### src/rtl/toy_bus_arb_node_2to1_req.sv
// Two-to-one request merge node: round-robin (or fixed in0-first) arbitration into a registered output stage.
// Accepted beat appears on out0 one cycle later; 1 beat/cycle sustained; both inputs stall while out0 is held.
module toy_bus_arb_node_2to1_req #(
  parameter bit RR_EN = 1'b1
) (
  input  logic         clk,
  input  logic         rst,
  input  logic         in0_vld,
  output logic         in0_rdy,
  input  logic [31:0]  in0_addr,
  input  logic [31:0]  in0_strb,
  input  logic [255:0] in0_data,
  input  logic         in0_opcode,
  input  logic [3:0]   in0_src_id,
  input  logic [3:0]   in0_tgt_id,
  input  logic [9:0]   in0_sideband,
  input  logic         in1_vld,
  output logic         in1_rdy,
  input  logic [31:0]  in1_addr,
  input  logic [31:0]  in1_strb,
  input  logic [255:0] in1_data,
  input  logic         in1_opcode,
  input  logic [3:0]   in1_src_id,
  input  logic [3:0]   in1_tgt_id,
  input  logic [9:0]   in1_sideband,
  output logic         out0_vld,
  input  logic         out0_rdy,
  output logic [31:0]  out0_addr,
  output logic [31:0]  out0_strb,
  output logic [255:0] out0_data,
  output logic         out0_opcode,
  output logic [3:0]   out0_src_id,
  output logic [3:0]   out0_tgt_id,
  output logic [9:0]   out0_sideband
);

  typedef struct packed {
    logic [31:0]  addr;
    logic [31:0]  strb;
    logic [255:0] data;
    logic         opcode;
    logic [3:0]   src_id;
    logic [3:0]   tgt_id;
    logic [9:0]   sideband;
  } req_t;

  req_t pay0, pay1, out_q;
  logic out_vld_q;
  logic pri;
  logic load, gnt0, gnt1;

  assign pay0 = {in0_addr, in0_strb, in0_data, in0_opcode, in0_src_id, in0_tgt_id, in0_sideband};
  assign pay1 = {in1_addr, in1_strb, in1_data, in1_opcode, in1_src_id, in1_tgt_id, in1_sideband};

  assign load = !out_vld_q || out0_rdy;
  assign gnt0 = in0_vld && (!in1_vld || !pri);
  assign gnt1 = in1_vld && (!in0_vld || pri);

  // Gating with rst keeps sources from seeing a handshake that the reset would discard.
  assign in0_rdy = !rst && load && gnt0;
  assign in1_rdy = !rst && load && gnt1;

  always_ff @(posedge clk) begin
    if (rst) begin
      out_vld_q <= 1'b0;
      out_q     <= '0;
      pri       <= 1'b0;
    end else if (in0_rdy || in1_rdy) begin
      out_q     <= in1_rdy ? pay1 : pay0;
      out_vld_q <= 1'b1;
      // Winner drops to lowest priority: pri points at the source that lost.
      pri       <= RR_EN ? in0_rdy : 1'b0;
    end else if (out0_rdy) begin
      out_vld_q <= 1'b0;
    end
  end

  assign out0_vld      = out_vld_q;
  assign out0_addr     = out_q.addr;
  assign out0_strb     = out_q.strb;
  assign out0_data     = out_q.data;
  assign out0_opcode   = out_q.opcode;
  assign out0_src_id   = out_q.src_id;
  assign out0_tgt_id   = out_q.tgt_id;
  assign out0_sideband = out_q.sideband;

endmodule

### config.mk
export PLATFORM = sky130hd
export DESIGN_NAME = toy_bus_arb_node_2to1_req
export DESIGN_NICKNAME = d
export VERILOG_FILES = /design/src/rtl/toy_bus_arb_node_2to1_req.sv
export SDC_FILE = /design/constraint.sdc
export NUM_CORES = 1
export LEC_CHECK = 0
export ABC_AREA = 1
export CORE_AREA = 2 2 396 398
export CTS_CLUSTER_DIAMETER = 200
export DETAILED_ROUTE_END_ITERATION = 10
export DIE_AREA = 0 0 398 400
export HOLD_SLACK_MARGIN = 0.02
export SLEW_MARGIN = 20
export SYNTH_ARGS = -nofsm -noshare
export SYNTH_HDL_FRONTEND = slang
export SYNTH_SLANG_ARGS = --single-unit
### constraint.sdc
create_clock -name clk -period 1.4 [get_ports clk]
set_clock_uncertainty 0.1 [all_clocks]
set_input_delay 0.28 -clock clk [delete_from_list [all_inputs] [get_ports clk]]
set_output_delay 0.28 -clock clk [all_outputs]
set_load 0.05 [all_outputs]
==> reports/results.txt <==
Dominant cell type by area after synthesis: dfxtp_1
Pleak: 18.9 nW
TritonCTS clock tree: yes
Arr. time, crit path: 1680 ps
Synth top area cells: dfxtp_1, nand2_1, nor2_1
Total global routing overflow: 0
Starting density of the core: 12.7%
Antenna violations before repair: 15
Worst IR Drop VDD: 740 uV
# DRC: 0
Non-filler cells, final: 6501
# rows: 145
Critical path type: reg2out
Startpoint types: flop
Ys Warns: 0
Total GRT Usage: 13.5%
Time the worst path needs with I/O delays and setup: 2060 ps
CP Capture Type: primary output
Pins Over Slew Limit: 0
Library cells used by synthesis: 16
Period utilisation layout: 147%
Antenna Nets Post-Route: 0
First-pass GRT wire length: 157000 um
Worst min path class: in2reg
Most common cell after layout, fill and taps aside: nand2_1
Drt via density: 3.69
Largest net degree at the start of global routing: 86
Total vias in the final route: 24000
Layout cells sized above 1: 18.0%
PwrDens: 1010 nW/um^2
Clk sink count: 341
Port buffer count: 1024
Post-synthesis register bit count: 341
Final WL: 115000 um
Part of the Yosys area used for sequential elements: 34.8%
HPWL Detailed: 88700 um
Core ar.: 155000 sq um
Largest fanout on the critical path: 3
Slowest stage delay, CP: 350 ps
Slowest cell on crit path: dfxtp_2
Worst setup margin: -660 ps
GP Congestion: 0.934
TritonRoute pass-1 iters: 7
Worst EP required: 1020 ps
Worst Min Path Start: in1_data[58]
Die Span X: 398 um
Violated checks: negative setup slack
Nets@finish: 5086
Relative slew slack: 65.4%
CTS Hold Buffers Added: 0
Layout area overhead: 103%
Cells along the critical path: buf_6 > nand2_4 > buf_6 > nand4_4 > buf_12 > clkinvlp_4 > buf_12
Vias in the first global route: 22800
Syn Nets: 3980
Post-Syn Area: 19600 sq um
Worst skew pair latency: 590 ps
WHS: 215 ps
Die Y: 400 um
Die ar.: 159000 sq um
Total CTS buffers: 46
H-tree levels: 2
Highest clock rate: 486 MHz
Final hold vios: 0
RSZ-0062 raised after global routing: yes
Iter 0 DRT Violations: 1529
Worst slew pin tran: 519 ps
Avg Cell Area, Syn: 5.96 sq um
DR WL/cell: 17.6 um
Run status: complete, but fails checks
Top cell type's share of synthesized area: 34.8%
Crit path from: pri
Synth Instances: 3297
Clock-pin slew on the worst setup and hold paths: 60 ps
Most frequent cells in the layout: nand2_1, nor2_1, clkdlybuf4s50_1, buf_12, inv_1
Max cap viols: 0
Dpl cells: 6358
Final Setup Violations: 682
CTS Buffer Depth: 3
RR Startpoint: pri
Root Buffer: clkbuf_16
I/O pins: 1025
## cells by family (layout without fill, tap and decap cells)
family / Yosys count / in the layout / share of synthesized area, %
flops: 341 / 341 / 34.8
other cells: 0 / 9 / 0
buf+inv: 569 / 1706 / 13.1
simple gates: 2383 / 2383 / 52.1
compound gates: 4 / 4 / 0.127
## registers in the layout, indices dropped and copies added, names as in the netlist
| register | count |
|---|---|
| out0_src_id | 4 |
| pri | 1 |
| out0_data | 256 |
| out0_opcode | 1 |
| out0_sideband | 10 |
| out0_tgt_id | 4 |
| out0_vld | 1 |
| out0_addr | 32 |
| out0_strb | 32 |
## cells in the mapped netlist
cell,instances
nand3_1,1
inv_1,344
buf_4,7
dfxtp_1,341
a21oi_1,2
clkbuf_1,45
buf_6,30
inv_2,1
buf_1,1
buf_2,141
nand3b_1,339
nand2_1,1025
nor2_1,1017
a31oi_1,1
nand4_2,1
a21oi_2,1
## report_power, final
part,switching (mW),internal (mW)
Combinational,8.19,8.15
Clock,4.99,7.04
Sequential,1.26,10.7
Total,14.4,25.9
## cell type report
| cell class | instances | area (sq um) |
|---|---|---|
| Fill cell | 16800 | 115000 |
| Clock inverter | 11 | 184 |
| Tap cell | 2058 | 2570 |
| Clock buffer | 68 | 1310 |
| Inverter | 345 | 1310 |
| Sequential cell | 341 | 6830 |
| Timing Repair Buffer | 1282 | 17000 |
| Multi-Input combinational cell | 2387 | 10600 |
| Antenna cell | 9 | 22.5 |
## final timing paths
path	slack (ps)	cells past startpoint	to
setup / recovery	-660	7	in0_rdy
hold / removal	220	5	out0_data[58]
setup reg to reg	-600	13	out0_data[112]
hold reg to reg	390	2	pri
## layer usage
metal,routed length [um],track usage (%),vias to the layer above
met5,41,0,-
met4,4970,5.72,6
met3,8780,3.56,160
met2,54200,22.5,899
met1,46500,16.3,10900
li1,-,-,12000
## worst max-delay path, delay by kind of cell, from the launching register on
kind / cells / cell delay [ps]
simple gates: 2 / 110
buf+inv: 5 / 600
flops: 1 / 350
## stage by stage
step	TNS, ps	utilization [%]	setup slack [ps]	power (mW)	instance area [sq um]
2_1_floorplan	-27220	-	-153	18.7	19700
3_3_place_gp	-278740	23.6	-993	27.5	36700
3_5_place_dp	-282840	23.6	-1010	27.6	36700
4_1_cts	-246140	25.5	-752	40.8	39500
5_1_grt	-260850	25.7	-757	42.2	39900
6_report	-209510	25.7	-660	40.4	39900
## timing repair
| action | 4_1_cts | 5_1_grt |
|---|---|---|
| pin swaps | 13 | 9 |
| gates cloned | 22 | 4 |
| endpoints found under the hold margin | 0 | 0 |
| endpoints found under the setup margin | 682 | 682 |
| setup buffers | 21 | 10 |
| resized for setup | 166 | 66 |
(Power assumes the default switching activity.)
